==> src/rtl/ooo_pkg.sv <==
// Shared out-of-order core types: register-file sizing, free-list pointer
// layout and the pointer arithmetic used by the free list.
package ooo_pkg;
    localparam int NUM_PREGS = 128;
    localparam int NUM_AREGS = 32;
    localparam int NUM_CKPT  = 4;
    localparam int DEPTH     = NUM_PREGS - NUM_AREGS;
    localparam int PREG_W    = $clog2(NUM_PREGS);
    localparam int IDX_W     = $clog2(DEPTH);
    localparam int CKPT_W    = $clog2(NUM_CKPT);
    localparam int CNT_W     = $clog2(DEPTH + 1);

    typedef logic [PREG_W-1:0] preg_t;
    typedef logic [CKPT_W-1:0] ckpt_id_t;
    typedef logic [IDX_W-1:0]  idx_t;
    typedef logic [CNT_W-1:0]  cnt_t;

    typedef struct packed {
        logic wrap;
        idx_t idx;
    } ptr_t;

    function automatic ptr_t ptr_inc(input ptr_t p);
        ptr_t r;
        if (p.idx == idx_t'(DEPTH - 1)) begin
            r.idx  = '0;
            r.wrap = ~p.wrap;
        end else begin
            r.idx  = p.idx + idx_t'(1);
            r.wrap = p.wrap;
        end
        return r;
    endfunction

    // Occupancy between head and tail; differing wrap bits mean tail has lapped.
    function automatic cnt_t ptr_dist(input ptr_t tail, input ptr_t head);
        if (tail.wrap == head.wrap) begin
            return cnt_t'(tail.idx) - cnt_t'(head.idx);
        end else begin
            return cnt_t'(DEPTH) - cnt_t'(head.idx) + cnt_t'(tail.idx);
        end
    endfunction

    function automatic logic in_range(input ptr_t head, input ptr_t tail, input idx_t i);
        if (head.wrap == tail.wrap) begin
            return (i >= head.idx) && (i < tail.idx);
        end else begin
            return (i >= head.idx) || (i < tail.idx);
        end
    endfunction
endpackage

==> src/rtl/free_list_if.sv <==
// Rename/commit/branch-recovery port bundle of the physical register free list.
interface free_list_if;
    import ooo_pkg::*;

    logic     alloc_req;
    logic     alloc_valid;
    preg_t    alloc_preg;
    logic     free_valid;
    preg_t    free_preg;
    logic     ckpt_save;
    ckpt_id_t ckpt_id;
    logic     recover;
    ckpt_id_t recover_id;
    cnt_t     free_count;
    logic     empty;
    logic     dbl_free_err;

    modport master (
        output alloc_req, free_valid, free_preg, ckpt_save, ckpt_id, recover, recover_id,
        input  alloc_valid, alloc_preg, free_count, empty, dbl_free_err
    );

    modport slave (
        input  alloc_req, free_valid, free_preg, ckpt_save, ckpt_id, recover, recover_id,
        output alloc_valid, alloc_preg, free_count, empty, dbl_free_err
    );
endinterface

==> src/rtl/free_list_ckpt_table.sv <==
// Branch checkpoint storage for the free-list head pointer: one write port,
// one asynchronous read port.
module free_list_ckpt_table
    import ooo_pkg::*;
#(
    parameter int N = NUM_CKPT
) (
    input  logic     clk,
    input  logic     reset,
    input  logic     we,
    input  ckpt_id_t waddr,
    input  ptr_t     wdata,
    input  ckpt_id_t raddr,
    output ptr_t     rdata
);
    ptr_t slot_q [N];
    ptr_t slot_d [N];

    // Next-state of the checkpoint slots
    always_comb begin
        slot_d = slot_q;
        if (we) begin
            slot_d[waddr] = wdata;
        end else begin
            slot_d = slot_q;
        end
    end

    // Slot registers with synchronous active-low reset
    always_ff @(posedge clk) begin
        if (!reset) begin
            for (int i = 0; i < N; i++) begin
                slot_q[i] <= '0;
            end
        end else begin
            slot_q <= slot_d;
        end
    end

    assign rdata = slot_q[raddr];
endmodule

==> src/rtl/free_list.sv <==
// Physical register free list: circular queue with checkpointed head pointer.
// Optional double-free detection is built when FREE_LIST_DBLFREE_CHECK_EN is defined.
module free_list
    import ooo_pkg::*;
#(
    parameter int NUM_PREGS = ooo_pkg::NUM_PREGS,
    parameter int NUM_AREGS = ooo_pkg::NUM_AREGS,
    parameter int NUM_CKPT  = ooo_pkg::NUM_CKPT
) (
    input  logic          clk,
    input  logic          reset,
    free_list_if.slave    fl
);
    localparam int DEPTH_L = NUM_PREGS - NUM_AREGS;

    preg_t queue_q [DEPTH_L];
    preg_t queue_d [DEPTH_L];
    ptr_t  head_q, head_d, tail_q, tail_d, head_alloc_s, ckpt_head_s;
    cnt_t  free_count_q, free_count_d;
    logic  empty_q, empty_d;
    logic  alloc_ok_s, free_ok_s, dup_s;

    assign fl.alloc_valid = !empty_q && !fl.recover;
    assign fl.alloc_preg  = queue_q[head_q.idx];
    assign fl.free_count  = free_count_q;
    assign fl.empty       = empty_q;

    assign alloc_ok_s   = fl.alloc_req && fl.alloc_valid;
    assign free_ok_s    = fl.free_valid && (fl.free_preg != '0)
                          && (free_count_q != cnt_t'(DEPTH_L)) && !dup_s;
    assign head_alloc_s = alloc_ok_s ? ptr_inc(head_q) : head_q;

    free_list_ckpt_table #(.N(NUM_CKPT)) u_ckpt (
        .clk   (clk),
        .reset (reset),
        .we    (fl.ckpt_save && !fl.recover),
        .waddr (fl.ckpt_id),
        .wdata (head_alloc_s),
        .raddr (fl.recover_id),
        .rdata (ckpt_head_s)
    );

    // Queue, pointer and occupancy next-state; recovery overrides the head only
    always_comb begin
        queue_d = queue_q;
        tail_d  = tail_q;
        if (free_ok_s) begin
            queue_d[tail_q.idx] = fl.free_preg;
            tail_d              = ptr_inc(tail_q);
        end else begin
            tail_d = tail_q;
        end
        if (fl.recover) begin
            head_d       = ckpt_head_s;
            free_count_d = ptr_dist(tail_d, ckpt_head_s);
        end else begin
            head_d       = head_alloc_s;
            free_count_d = free_count_q + cnt_t'(free_ok_s) - cnt_t'(alloc_ok_s);
        end
        empty_d = (free_count_d == '0);
    end

    // Queue state registers
    always_ff @(posedge clk) begin
        if (!reset) begin
            for (int i = 0; i < DEPTH_L; i++) begin
                queue_q[i] <= preg_t'(NUM_AREGS + i);
            end
            head_q       <= '{wrap: 1'b0, idx: '0};
            tail_q       <= '{wrap: 1'b1, idx: '0};
            free_count_q <= cnt_t'(DEPTH_L);
            empty_q      <= 1'b0;
        end else begin
            queue_q      <= queue_d;
            head_q       <= head_d;
            tail_q       <= tail_d;
            free_count_q <= free_count_d;
            empty_q      <= empty_d;
        end
    end

`ifdef FREE_LIST_DBLFREE_CHECK_EN
    logic [NUM_PREGS-1:0] in_q_q, in_q_d;
    logic                 dbl_err_q, dbl_err_d;

    assign dup_s           = in_q_q[fl.free_preg];
    assign fl.dbl_free_err = dbl_err_q;

    // In-queue bitmap; on recovery it is rebuilt from the restored queue window
    always_comb begin
        in_q_d = in_q_q;
        if (fl.recover) begin
            in_q_d = '0;
            for (int i = 0; i < DEPTH_L; i++) begin
                in_q_d[queue_d[i]] = in_q_d[queue_d[i]] | in_range(head_d, tail_d, idx_t'(i));
            end
        end else begin
            if (alloc_ok_s) begin
                in_q_d[fl.alloc_preg] = 1'b0;
            end else begin
                in_q_d = in_q_q;
            end
            if (free_ok_s) begin
                in_q_d[fl.free_preg] = 1'b1;
            end else begin
                in_q_d = in_q_d;
            end
        end
        dbl_err_d = dbl_err_q | (fl.free_valid && (fl.free_preg != '0) && dup_s);
    end

    // Bitmap and sticky error registers
    always_ff @(posedge clk) begin
        if (!reset) begin
            for (int i = 0; i < NUM_PREGS; i++) begin
                in_q_q[i] <= (i >= NUM_AREGS) ? 1'b1 : 1'b0;
            end
            dbl_err_q <= 1'b0;
        end else begin
            in_q_q    <= in_q_d;
            dbl_err_q <= dbl_err_d;
        end
    end
`else
    assign dup_s           = 1'b0;
    assign fl.dbl_free_err = 1'b0;
`endif
endmodule

==> src/flat_wrapper.sv <==
// flat-port wrapper written by rule: the top's interface ports become plain ports
module free_list_flat import ooo_pkg::*;
#(
    parameter int NUM_PREGS = ooo_pkg::NUM_PREGS,
    parameter int NUM_AREGS = ooo_pkg::NUM_AREGS,
    parameter int NUM_CKPT  = ooo_pkg::NUM_CKPT
)
  (clk, reset, fl_alloc_req, fl_free_valid, fl_free_preg, fl_ckpt_save, fl_ckpt_id, fl_recover, fl_recover_id, fl_alloc_valid, fl_alloc_preg, fl_free_count, fl_empty, fl_dbl_free_err);
  free_list_if fl_i ();
  input  logic clk;
  input  logic reset;
  input wire logic [$bits(fl_i.alloc_req)-1:0] fl_alloc_req;
  input wire logic [$bits(fl_i.free_valid)-1:0] fl_free_valid;
  input wire logic [$bits(fl_i.free_preg)-1:0] fl_free_preg;
  input wire logic [$bits(fl_i.ckpt_save)-1:0] fl_ckpt_save;
  input wire logic [$bits(fl_i.ckpt_id)-1:0] fl_ckpt_id;
  input wire logic [$bits(fl_i.recover)-1:0] fl_recover;
  input wire logic [$bits(fl_i.recover_id)-1:0] fl_recover_id;
  output wire logic [$bits(fl_i.alloc_valid)-1:0] fl_alloc_valid;
  output wire logic [$bits(fl_i.alloc_preg)-1:0] fl_alloc_preg;
  output wire logic [$bits(fl_i.free_count)-1:0] fl_free_count;
  output wire logic [$bits(fl_i.empty)-1:0] fl_empty;
  output wire logic [$bits(fl_i.dbl_free_err)-1:0] fl_dbl_free_err;
  assign fl_i.alloc_req = fl_alloc_req;
  assign fl_i.free_valid = fl_free_valid;
  assign fl_i.free_preg = fl_free_preg;
  assign fl_i.ckpt_save = fl_ckpt_save;
  assign fl_i.ckpt_id = fl_ckpt_id;
  assign fl_i.recover = fl_recover;
  assign fl_i.recover_id = fl_recover_id;
  assign fl_alloc_valid = fl_i.alloc_valid;
  assign fl_alloc_preg = fl_i.alloc_preg;
  assign fl_free_count = fl_i.free_count;
  assign fl_empty = fl_i.empty;
  assign fl_dbl_free_err = fl_i.dbl_free_err;
  free_list #(.NUM_PREGS(NUM_PREGS), .NUM_AREGS(NUM_AREGS), .NUM_CKPT(NUM_CKPT)) u_core (.clk(clk), .reset(reset), .fl(fl_i));
endmodule
==> config.mk <==
export PLATFORM = sky130hd
export DESIGN_NAME = free_list_flat
export DESIGN_NICKNAME = d
export VERILOG_FILES = /design/src/rtl/ooo_pkg.sv /design/src/rtl/free_list_if.sv /design/src/rtl/free_list_ckpt_table.sv /design/src/rtl/free_list.sv /design/src/flat_wrapper.sv
export SDC_FILE = /design/constraint.sdc
export NUM_CORES = 2
export LEC_CHECK = 0
export CAP_MARGIN = 20
export CORE_ASPECT_RATIO = 1.25
export CORE_MARGIN = 3
export CORE_UTILIZATION = 30
export DETAILED_ROUTE_END_ITERATION = 12
export PLACE_DENSITY = 0.5
export SYNTH_ARGS = -nofsm -noshare
export SYNTH_HDL_FRONTEND = slang
export SYNTH_SLANG_ARGS = --single-unit
==> constraint.sdc <==
create_clock -name clk -period 12.5 [get_ports clk]
set_input_delay 1.25 -clock clk [delete_from_list [all_inputs] [get_ports clk]]
set_output_delay 1.25 -clock clk [all_outputs]
set_load 0.03 [all_outputs]
==> metrics.md <==
| Metric | Value |
|---|---|
| Data arrival, critical path | `around 5.6 ns` |
| Sw frac | `0.270` |
| Remaining DRCs | `0` |
| Register bit count reported by yosys | `728` |
| Post-route insts no fill | `4915` |
| Setup TNS | `0 ns` |
| RSZ-0062 raised after global routing | `false` |
| Net Count, Synth | `3621` |
| Grt ovf | `0` |
| Synth Warn # | `0` |
| R2r worst-path depth | `18` |
| Fmax | `147 MHz` |
| Reg-to-reg endpoint | `u_core.fl.empty` |
| Share of cells above drive strength 1 | `0.133` |
| CTS Sinks | `728` |
| CP Launch Type | `register` |
| Fill count | `11400` |
| Crit-path max FO | `106` |
| HPWL Detailed | `61.4 mm` |
| Crit path capture | `fl_alloc_preg[5]` |
| Sw Pwr | `1.45 mW` |
| Worst EP required | `11.25 ns` |
| Net count reported at finish | `3441` |
| GRT Total Usage | `0.177` |
| Static Leak | `12.9 nW` |
| R2r startpoint | `u_core.fl.free_count[2]` |
| Max clock buf depth | `3` |
| Wl on met1 | `47.0 mm` |
| Resized Gates After CTS | `0` |
| Top sig layer | `met5` |
| Clock-pin slew on the worst setup and hold paths | `0.06 ns` |
| Vias per cell | `5.29` |
| Routed len/inst | `about 21 µm` |
| Top_reg_cell synth | `dfxtp_1` |
| Total wire length | `105 mm` |
| Worst-Skew Late Latency | `0.65 ns` |
| CP Class | `reg2out` |
| Hold Path Class | `reg2reg` |
| Synthesized cell area | `0.0339 mm²` |
| Largest net degree at the start of global routing | `169` |
| Post-Syn Area per Cell | `9.48 µm²` |
| Hold WS | `0.449 ns` |
| Asr flop ratio synth | `0` |
| Starting Density | `0.303` |
| First-pass GRT wire length | `163 mm` |
| Min cycle time layout | `around 6.8 ns` |
| Clk network pwr share | `0.437` |
| Core ar. | `around 0.11 mm²` |
| Crit-path max cell delay | `0.79 ns` |
| Die W | `307 µm` |
| # H-tree levels | `3` |
| Tcrit/Tclk final | `0.545` |
| Vias in the first global route | `between 20000 and 30000` |
| Drt first pass iters | `6` |
| Final Core Density | `0.337` |
| I/O Buffers | `32` |
| Share of the yosys chip area belonging to registers | `0.430` |
| Crit path capture type | `output port` |
| I/O pins | `34` |
| Worst Setup SP | `u_core.head_q[0]` |
| Fin. Hold Viols | `0` |
| CTS root buffer | `clkbuf_16` |
| Final setup fails | `0` |
| Most frequent cells in the layout | `dfxtp_1 (723), nand2_1 (707), nand3_1 (661)` |
| Met2 wire len | `50.5 mm` |
| CTS tree | `done` |
| Yosys cell types | `55` |
| Mapped Cells | `~3600` |
| Maxcap violations | `0` |
| Post-route ant nets | `0` |
| Setup bufs post-CTS | `0` |
| Most common cell after layout, fill and taps aside | `dfxtp_1` |
| Cell Int Power | `3.91 mW` |
| FF-to-FF setup slack | `8.09 ns` |
| Clk_skew | `between 0.02 and 0.025 ns` |
| Comb power frac | `0.120` |
| Critical-path top delay cell | `dfxtp_4` |
| Pins over their slew limit | `0` |
| Slew @ Worst Pin | `roughly 1.1 ns` |
| Vias | `26000` |
| Dpl ws | `6.19 ns` |
| GP Congestion | `0.763` |
| DR iter-0 viols | `2035` |
| CP Cell Sequence | `buf_12 > buf_4 > mux4_2 > mux4_2 > mux4_2 > inv_1 > o22ai_1 > clkdlybuf4s50_1` |
| DP Area | `0.0352 mm²` |
| Initial antenna violation count | `5` |
| P&R area growth vs syn | `11.4%` |
| CTS hold repair buffers | `0` |
| Reg power frac | `0.443` |
| Met3 WL post-DR | `4.42 mm` |
| EDFF count, synth | `0` |
| Cell Pwr Density | `142 mW/mm²` |
| Num rows | `137` |
| Outcome | `finished clean` |
| VDD IR max | `roughly 0.000091 V` |
| Die area | `0.117 mm²` |
| Die Ht | `382 µm` |
| Worst Setup Slack, final | `5.69 ns` |
| Inst Count DP | `4773` |
| Slew Limit Headroom | `0.243` |
| Crit-path most repeated cell | `mux4_2` |
| Power Total | `5.36 mW` |
| Total CTS buffers | `78` |
| Final Cell Area | `between 0.03 and 0.04 mm²` |
-- flip-flops by register name (all words and copies together), names as in the netlist --
| signal | count |
|---|---|
| u_core.queue_q | 672 |
| u_core.u_ckpt.slot_q | 32 |
| u_core.head_q | 8 |
| u_core.tail_q | 8 |
| u_core.fl.free_count | 7 |
| u_core.fl.empty | 1 |
-- worst max-delay path: cells and delay by family, from the launching register on --
kind                   cells  cell delay [ns]
AO/OA/AOI/OAI              1             0.12
flip-flops                 1             0.79
multiplexers               3             1.72
buffers and inverters      4             2.17
-- power groups by stage --
stage | Clock [mW] | Combinational [mW] | Sequential [mW]
floorplan | 0 | 0.428 | 2.43
CTS | 2.40 | 0.647 | 2.37
global placement | 0 | 0.648 | 2.42
global route | 2.49 | 0.699 | 2.37
detailed placement | 0 | 0.644 | 2.42
finish | 2.34 | 0.642 | 2.37
-- how the worst min path moves through the flow --
| stage | slack, ns | cells after the start | start | to |
|---|---|---|---|---|
| 5_1_grt | 0.47 | 2 | u_core.queue_q[445] | u_core.queue_q[445] |
| 6_report | 0.45 | 2 | u_core.queue_q[489] | u_core.queue_q[489] |
| 2_1_floorplan | 0.43 | 2 | u_core.queue_q[147] | u_core.queue_q[147] |
| 4_1_cts | 0.45 | 2 | u_core.queue_q[489] | u_core.queue_q[489] |
| 3_3_place_gp | 0.44 | 2 | u_core.queue_q[161] | u_core.queue_q[161] |
| 3_5_place_dp | 0.44 | 2 | u_core.queue_q[489] | u_core.queue_q[489] |
-- Yosys cell counts (51+ instances only) --
master	instances	area, µm²
o21ai_0	101	505
mux4_2	223	5020
a21boi_0	107	803
nor2b_1	80	500
nand3_1	661	3310
buf_1	76	285
dfxtp_1	728	14600
nor2_1	51	191
mux2i_1	202	2020
nand2_1	707	2650
a21boi_1	132	991
clkbuf_1	216	811
-- area by class of cell --
type,instances,area [µm²],area share
Antenna cell,2,5.00,0.000133
Clock inverter,21,272,0.00719
Inverter,31,116,0.00308
Timing Repair Buffer,81,742,0.0196
Clock buffer,118,2260,0.0599
Tap cell,1459,1830,0.0483
Multi-Input combinational cell,2475,17900,0.475
Sequential cell,728,14600,0.386
-- cells by family after synthesis --
group / count (synthesis) / share of synthesized area
simple gates: 1588 / 0.215
compound gates: 406 / 0.0841
fa+ha+maj: 29 / 0.0123
xor+xnor: 24 / 0.00698
flops: 728 / 0.430
mux: 427 / 0.208
buf+inv: 372 / 0.0437
other cells: 1 / 0.000111
-- metal layers --
layer,vias to the layer above,global-route usage
met5,-,0
met4,4,0.0620
met3,161,0.0222
met2,570,0.295
met1,13000,0.236
li1,12200,-
No activity file was read; power rests on OpenSTA's default activity.
